`config.mk`:
```
export PLATFORM = sky130hd
export DESIGN_NAME = alu_arbiter
export DESIGN_NICKNAME = d
export VERILOG_FILES = /design/src/rtl/alu_pkg.sv /design/src/rtl/alu_arbiter_alu.sv /design/src/rtl/alu_arbiter.sv
export SDC_FILE = /design/constraint.sdc
export NUM_CORES = 2
export LEC_CHECK = 0
export CAP_MARGIN = 20
export CORE_MARGIN = 10
export CORE_UTILIZATION = 45
export DETAILED_ROUTE_END_ITERATION = 10
export DONT_BUFFER_PORTS = 1
export HOLD_SLACK_MARGIN = 0.12
export REMOVE_ABC_BUFFERS = 1
export SLEW_MARGIN = 20
export SYNTH_ARGS = -nofsm -noshare
export SYNTH_HDL_FRONTEND = slang
export SYNTH_SLANG_ARGS = --single-unit
```
`constraint.sdc`:
```
create_clock -name clk -period 19 [get_ports clk]
set_clock_uncertainty 0.15 [all_clocks]
set_input_delay 1.9 -clock clk [delete_from_list [all_inputs] [get_ports clk]]
set_output_delay 1.9 -clock clk [all_outputs]
set_load 0.01 [all_outputs]
```
`src/rtl/alu_pkg.sv`:
```
// Shared opcodes, FSM state encoding and helpers for the two-requester ALU arbiter.
package alu_pkg;

  localparam logic [2:0] OP_ADD = 3'b000;
  localparam logic [2:0] OP_SUB = 3'b001;
  localparam logic [2:0] OP_MUL = 3'b010;
  localparam logic [2:0] OP_AND = 3'b011;
  localparam logic [2:0] OP_OR  = 3'b100;

  typedef enum logic [1:0] {
    ST_IDLE = 2'b00,
    ST_EXEC = 2'b01,
    ST_RESP = 2'b10
  } state_t;

  function automatic logic is_legal_op(input logic [2:0] op);
    return (op <= OP_OR);
  endfunction

  function automatic logic [15:0] sat_inc16(input logic [15:0] v);
    return (v == 16'hFFFF) ? v : (v + 16'd1);
  endfunction

endpackage

```
`src/rtl/alu_arbiter_alu.sv`:
```
// Single combinational ALU datapath; illegal opcodes produce zero with the error flag set.
module alu_arbiter_alu
  import alu_pkg::*;
#(
  parameter int DATA_W = 32
) (
  input  logic [2:0]        op,
  input  logic [DATA_W-1:0] a,
  input  logic [DATA_W-1:0] b,
  output logic [DATA_W-1:0] result,
  output logic              err
);

  // Opcode decode; products and differences wrap to DATA_W bits.
  always_comb begin
    result = '0;
    err    = ~is_legal_op(op);
    case (op)
      OP_ADD:  result = a + b;
      OP_SUB:  result = a - b;
      OP_MUL:  result = a * b;
      OP_AND:  result = a & b;
      OP_OR:   result = a | b;
      default: result = '0;
    endcase
  end

endmodule

```
`src/rtl/alu_arbiter.sv`:
```
// Round-robin arbiter sharing one ALU between two requesters with valid/ready handshakes.
// Optional statistics counters are enabled by defining ALU_ARB_STATS_EN.
module alu_arbiter
  import alu_pkg::*;
#(
  parameter int DATA_W  = 32,
  parameter int MUL_LAT = 2
) (
  input  logic              clk,
  input  logic              rst_n,
  input  logic              req0_valid,
  output logic              req0_ready,
  input  logic [2:0]        req0_op,
  input  logic [DATA_W-1:0] req0_a,
  input  logic [DATA_W-1:0] req0_b,
  input  logic              req1_valid,
  output logic              req1_ready,
  input  logic [2:0]        req1_op,
  input  logic [DATA_W-1:0] req1_a,
  input  logic [DATA_W-1:0] req1_b,
  output logic              rsp_valid,
  input  logic              rsp_ready,
  output logic              rsp_id,
  output logic [DATA_W-1:0] rsp_data,
  output logic              rsp_err,
  output logic              busy
`ifdef ALU_ARB_STATS_EN
  ,
  output logic [15:0]       stat_cnt0,
  output logic [15:0]       stat_cnt1,
  output logic [15:0]       stat_err
`endif
);

  state_t            state_r;
  state_t            state_nx_s;
  logic              rr_ptr_r;
  logic [2:0]        op_r;
  logic [DATA_W-1:0] a_r;
  logic [DATA_W-1:0] b_r;
  logic              id_r;
  logic [3:0]        cnt_r;

  logic              gnt_s;
  logic              gnt_id_s;
  logic [2:0]        gnt_op_s;
  logic [DATA_W-1:0] gnt_a_s;
  logic [DATA_W-1:0] gnt_b_s;
  logic              exec_last_s;
  logic              rsp_hs_s;
  logic [DATA_W-1:0] alu_res_s;
  logic              alu_err_s;

  // Grant selection: a lone requester wins, a tie goes to the round-robin pointer.
  always_comb begin
    gnt_s    = 1'b0;
    gnt_id_s = 1'b0;
    if (state_r == ST_IDLE) begin
      if (req0_valid && req1_valid) begin
        gnt_s    = 1'b1;
        gnt_id_s = rr_ptr_r;
      end else if (req0_valid) begin
        gnt_s    = 1'b1;
        gnt_id_s = 1'b0;
      end else if (req1_valid) begin
        gnt_s    = 1'b1;
        gnt_id_s = 1'b1;
      end else begin
        gnt_s    = 1'b0;
        gnt_id_s = 1'b0;
      end
    end else begin
      gnt_s    = 1'b0;
      gnt_id_s = 1'b0;
    end
  end

  assign req0_ready  = gnt_s & ~gnt_id_s;
  assign req1_ready  = gnt_s & gnt_id_s;
  assign gnt_op_s    = gnt_id_s ? req1_op : req0_op;
  assign gnt_a_s     = gnt_id_s ? req1_a  : req0_a;
  assign gnt_b_s     = gnt_id_s ? req1_b  : req0_b;
  assign exec_last_s = (state_r == ST_EXEC) && (cnt_r == 4'd0);
  assign rsp_hs_s    = (state_r == ST_RESP) && rsp_valid && rsp_ready;

  // Next-state logic.
  always_comb begin
    state_nx_s = state_r;
    case (state_r)
      ST_IDLE: begin
        if (gnt_s) state_nx_s = ST_EXEC;
        else       state_nx_s = ST_IDLE;
      end
      ST_EXEC: begin
        if (exec_last_s) state_nx_s = ST_RESP;
        else             state_nx_s = ST_EXEC;
      end
      ST_RESP: begin
        if (rsp_hs_s) state_nx_s = ST_IDLE;
        else          state_nx_s = ST_RESP;
      end
      default: state_nx_s = ST_IDLE;
    endcase
  end

  // State register.
  always_ff @(posedge clk) begin
    if (!rst_n) state_r <= ST_IDLE;
    else        state_r <= state_nx_s;
  end

  // Operand capture, round-robin pointer and MUL latency counter.
  always_ff @(posedge clk) begin
    if (!rst_n) begin
      rr_ptr_r <= 1'b0;
      op_r     <= 3'b000;
      a_r      <= '0;
      b_r      <= '0;
      id_r     <= 1'b0;
      cnt_r    <= 4'd0;
    end else if (gnt_s) begin
      rr_ptr_r <= ~gnt_id_s;
      op_r     <= gnt_op_s;
      a_r      <= gnt_a_s;
      b_r      <= gnt_b_s;
      id_r     <= gnt_id_s;
      cnt_r    <= (gnt_op_s == OP_MUL) ? 4'(MUL_LAT) : 4'd0;
    end else if ((state_r == ST_EXEC) && (cnt_r != 4'd0)) begin
      cnt_r <= cnt_r - 4'd1;
    end else begin
      cnt_r <= cnt_r;
    end
  end

  alu_arbiter_alu #(.DATA_W(DATA_W)) u_alu (
    .op     (op_r),
    .a      (a_r),
    .b      (b_r),
    .result (alu_res_s),
    .err    (alu_err_s)
  );

  // Response registers stay frozen through RESP until the consumer takes them.
  always_ff @(posedge clk) begin
    if (!rst_n) begin
      rsp_valid <= 1'b0;
      rsp_id    <= 1'b0;
      rsp_data  <= '0;
      rsp_err   <= 1'b0;
      busy      <= 1'b0;
    end else begin
      busy <= (state_nx_s != ST_IDLE);
      if (exec_last_s) begin
        rsp_valid <= 1'b1;
        rsp_id    <= id_r;
        rsp_data  <= alu_res_s;
        rsp_err   <= alu_err_s;
      end else if (rsp_hs_s) begin
        rsp_valid <= 1'b0;
      end else begin
        rsp_valid <= rsp_valid;
      end
    end
  end

`ifdef ALU_ARB_STATS_EN
  // Saturating event counters.
  always_ff @(posedge clk) begin
    if (!rst_n) begin
      stat_cnt0 <= 16'd0;
      stat_cnt1 <= 16'd0;
      stat_err  <= 16'd0;
    end else begin
      if (req0_ready) stat_cnt0 <= sat_inc16(stat_cnt0);
      else            stat_cnt0 <= stat_cnt0;
      if (req1_ready) stat_cnt1 <= sat_inc16(stat_cnt1);
      else            stat_cnt1 <= stat_cnt1;
      if (exec_last_s && alu_err_s) stat_err <= sat_inc16(stat_err);
      else                          stat_err <= stat_err;
    end
  end
`endif

endmodule

```
==> PnR_summary.wiki <==
{| class="wikitable"
! Metric !! Value
|-
| TritonCTS clock tree || done
|-
| Fraction of layout cells with a size suffix above 1 || 3.91%
|-
| Drt wl/cell || 23.0 um
|-
| Number of standard-cell rows in the floorplan || 83
|-
| Worst Hold Margin || 317 ps
|-
| Number of buffers between clock root and the deepest sink || 2
|-
| Yosys synthesis warning count || 0
|-
| Number of violations of the max-capacitance limit || 0
|-
| Wire length of the first global-routing pass || 117000 um
|-
| Run status || complete, no violations
|-
| Clock network latency to the later pin of the worst-skew pair || 390 ps
|-
| Delay of the slowest cell on the worst path || 630 ps
|-
| Hold bufs inserted after CTS || 0
|-
| Worst Path Max Fanout || 15
|-
| M1 GR Usage || 33.5%
|-
| Mean instance size in the synthesized netlist || 8.69 sq um
|-
| Async S/R FF share, synth || 0%
|-
| Setup slack of the critical path after layout || 11060 ps
|-
| Seq/Total Area, Yosys || 9.50%
|-
| Clock buffers created by TritonCTS || 9
|-
| Final weighted congestion of routability-driven global placement || 0.957
|-
| Vias per Instance || 5.70
|-
| Clock transition at the register clock pins on the worst setup and hold paths after CTS || 90 ps
|-
| # IOs || 177
|-
| Iter 0 DRT Violations || 1604
|-
| Master of the slowest instance on the critical path || dfxtp_1
|-
| Number of storage elements in the synthesis netlist || 111
|-
| Final-layout setup total negative slack || 0 ps
|-
| Worst min-delay path category || flip-flop to flip-flop
|-
| Placed cell area || 0.0240 sq mm
|-
| Arrival time at the worst endpoint || 8110 ps
|-
| Number of global-route vias before repair || 19700
|-
| Final core area utilization || 47.3%
|-
| Area of the die || 0.0615 sq mm
|-
| Most frequent standard cell in the layout excluding fill and tap cells || fa_1
|-
| Number of flops mapped to enable cells by yosys || 0
|-
| Relative contribution of sequential cells to total power || 15.5%
|-
| Count of H-tree levels built during CTS || 3
|-
| Chip height || 248 um
|-
| Via count || 18600
|-
| Cell at the root of the clock tree || clkbuf_16
|-
| Antenna Nets Post-Route || 0
|-
| Clock Power Share || 9.0%
|-
| M3 GR Usage || 5.26%
|-
| Post-CTS setup buffer count || 0
|-
| RSZ-0062 raised after global routing || false
|-
| Switching share of power || 53.6%
|-
| Final worst path period share || 41.8%
|-
| Buffers added on ports || 0
|-
| Num Clock Sinks || 111
|-
| Endpoint kind of the worst setup timing path || flip-flop
|-
| Buffers & Inverters on Critical Path || 5
|-
| Critical Setup Path Class || flip-flop to flip-flop
|-
| Initial cell density of the core || 45.5%
|-
| Required time at the worst-slack endpoint || 19170 ps
|-
| Top area cells in the synthesized netlist || fa_1 35%, dfxtp_1 9.5%, ha_1 8.5%
|-
| Endpoints failing hold || 0
|-
| Most utilized layer in the global route result || met2
|-
| Critical-path cell list || buf_4, and2_1, fa_1, fa_1, fa_1, inv_1, fa_1, inv_1, fa_1, inv_1, fa_1, inv_1, fa_1, fa_1, ha_1, a21o_1, a21o_1, a211oi_1, a21oi_1, o21a_1, or4b_1, a21oi_1, o311a_1
|-
| Most frequently used flop master after synthesis || dfxtp_1
|-
| Initial antenna violation count || 1
|-
| Worst IR drop on VDD || 0.0884 mV
|-
| Number of cells produced by synthesis || 2691
|-
| Post-Place Setup Slack || 11160 ps
|-
| Largest net degree at the start of global routing || 81
|-
| Yosys top cell area share || 35.0%
|-
| CP top delay family || adder cells
|-
| Max-slew headroom || 30.3%
|-
| Number of optimization iterations in the first detailed-route pass || 8
|-
| Proportion of power drawn by combinational gates || 75.5%
|-
| Total congestion overflow after global routing || 0
|-
| Detailed-route DRC error count || 0
|-
| Estimated wirelength of the detail-placed design || 55900 um
|-
| Number of pins with negative max-slew slack in the final report || 0
|-
| Final wirelength || 74900 um
|-
| Cts repair resizes || 0
|-
| Net count of the finished layout || 3282
|-
| Int Power || 1.10 mW
|-
| Most frequent cells in the layout || 409 x fa_1, 391 x inv_1, 338 x nand2_1, 316 x and2_1, 159 x ha_1
|-
| Die Wd || 248 um
|-
| Sw Pwr || 1.27 mW
|-
| Global-route met2 utilization || 39.1%
|-
| Cell accounting for the most synthesized area || fa_1
|-
| CP Launch Type || flip-flop
|-
| Setup slack of the most critical reg-to-reg path || 11060 ps
|-
| Power density of the placed cells || 97.1 mW/mm^2
|-
| Pleak || 11.5 nW
|-
| Most frequent cell on the critical path || fa_1
|-
| F_max || 126 MHz
|-
| GRT Overall Usage || 24.9%
|-
| Slew at the pin with the worst max-slew slack || 1050 ps
|-
| Minimum clock period after layout || 7940 ps
|-
| Final setup violation count || 0
|-
| Layout overhead on the synthesized area || 4.06%
|-
| Floorplan Core Area || 0.0514 sq mm
|-
| Cell area after layout || 0.0243 sq mm
|-
| Post-Syn Area || 0.0234 sq mm
|-
| Unique masters post-synth || 77
|}
## state kept, by name, summed over array words and instances, names as in the netlist
signal	flops
a_r	32
b_r	32
busy	1
cnt_r	4
id_r	1
op_r	3
rr_ptr_r	1
rsp_data	32
rsp_err	1
rsp_id	1
rsp_valid	1
state_r	2
## metrics by stage
stage,instances,power (mW)
3_3_place_gp,3244,2.11
2_1_floorplan,2507,1.56
6_report,3262,2.36
3_5_place_dp,3244,2.13
5_1_grt,3260,2.56
4_1_cts,3260,2.36
## cell usage after synthesis, types with 3 or more instances
library cell	n
or2_2	3
a211o_1	8
inv_1	391
o21ai_1	6
a21oi_1	81
a31oi_1	14
nor2_1	61
a22o_1	6
or3_1	9
mux2i_1	10
a221oi_1	5
and3b_1	8
nand3_1	7
a22oi_1	48
clkbuf_1	176
nor2b_1	55
o21bai_1	8
o211ai_1	4
and2_1	317
a21o_1	52
ha_1	159
a211oi_1	10
and3_1	11
buf_1	6
fa_1	409
a222oi_1	45
xor2_1	42
o22a_1	3
nand2b_1	16
a2111oi_0	3
o31ai_1	8
nor3b_1	10
a21boi_0	7
dfxtp_1	111
nand2_1	339
o21a_1	12
o221ai_1	9
o21ai_0	66
xnor2_1	89
o311a_1	3
nand4_1	6
nor3_1	15
## power groups by stage
stage	sequential (mW)	clock [mW]	combinational, mW
6_report	0.365	0.213	1.78
5_1_grt	0.371	0.222	1.97
4_1_cts	0.364	0.215	1.78
3_5_place_dp	0.369	0	1.76
3_3_place_gp	0.369	0	1.74
2_1_floorplan	0.370	0	1.19
## final timing paths
check	from	endpoint	depth (start not counted)
worst min register to register	id_r$_SDFFE_PN0P_	id_r$_SDFFE_PN0P_	1
worst max-delay path	a_r[12]$_SDFFE_PN0P_	rsp_data[29]$_SDFFE_PN0P_	23
worst min-delay path	id_r$_SDFFE_PN0P_	id_r$_SDFFE_PN0P_	1
worst max register to register	a_r[12]$_SDFFE_PN0P_	rsp_data[29]$_SDFFE_PN0P_	23
## logic make-up after synthesis
| group | synth area share (%) |
|---|---|
| XOR/XNOR | 5.00 |
| multiplexers | 0.428 |
| adder cells (fa/ha/maj) | 43.5 |
| flip-flops | 9.50 |
| buffers and inverters | 9.29 |
| AO/OA/AOI/OAI | 12.6 |
| AND/OR/NAND/NOR | 19.6 |
## metal layers
layer	vias to the layer above	wire [um]	share of wire, %
li1	8309	-	-
met1	9352	32200	43
met2	808	33500	45
met3	127	6700	8.9
met4	0	2480	3.3
met5	-	0	0
## area by class of cell
| cell class | count | area (sq um) |
|---|---|---|
| diodes | 2 | 5.00 |
| clock buffers | 9 | 225 |
| clock inverters | 7 | 100 |
| fillers | 4993 | 27100 |
| inverters | 392 | 1470 |
| multi-input cells | 2004 | 19000 |
| flip-flops and latches | 111 | 2230 |
| well taps | 680 | 851 |
| repair buffers | 57 | 428 |
Note: power is estimated with default switching activity, not from simulation.
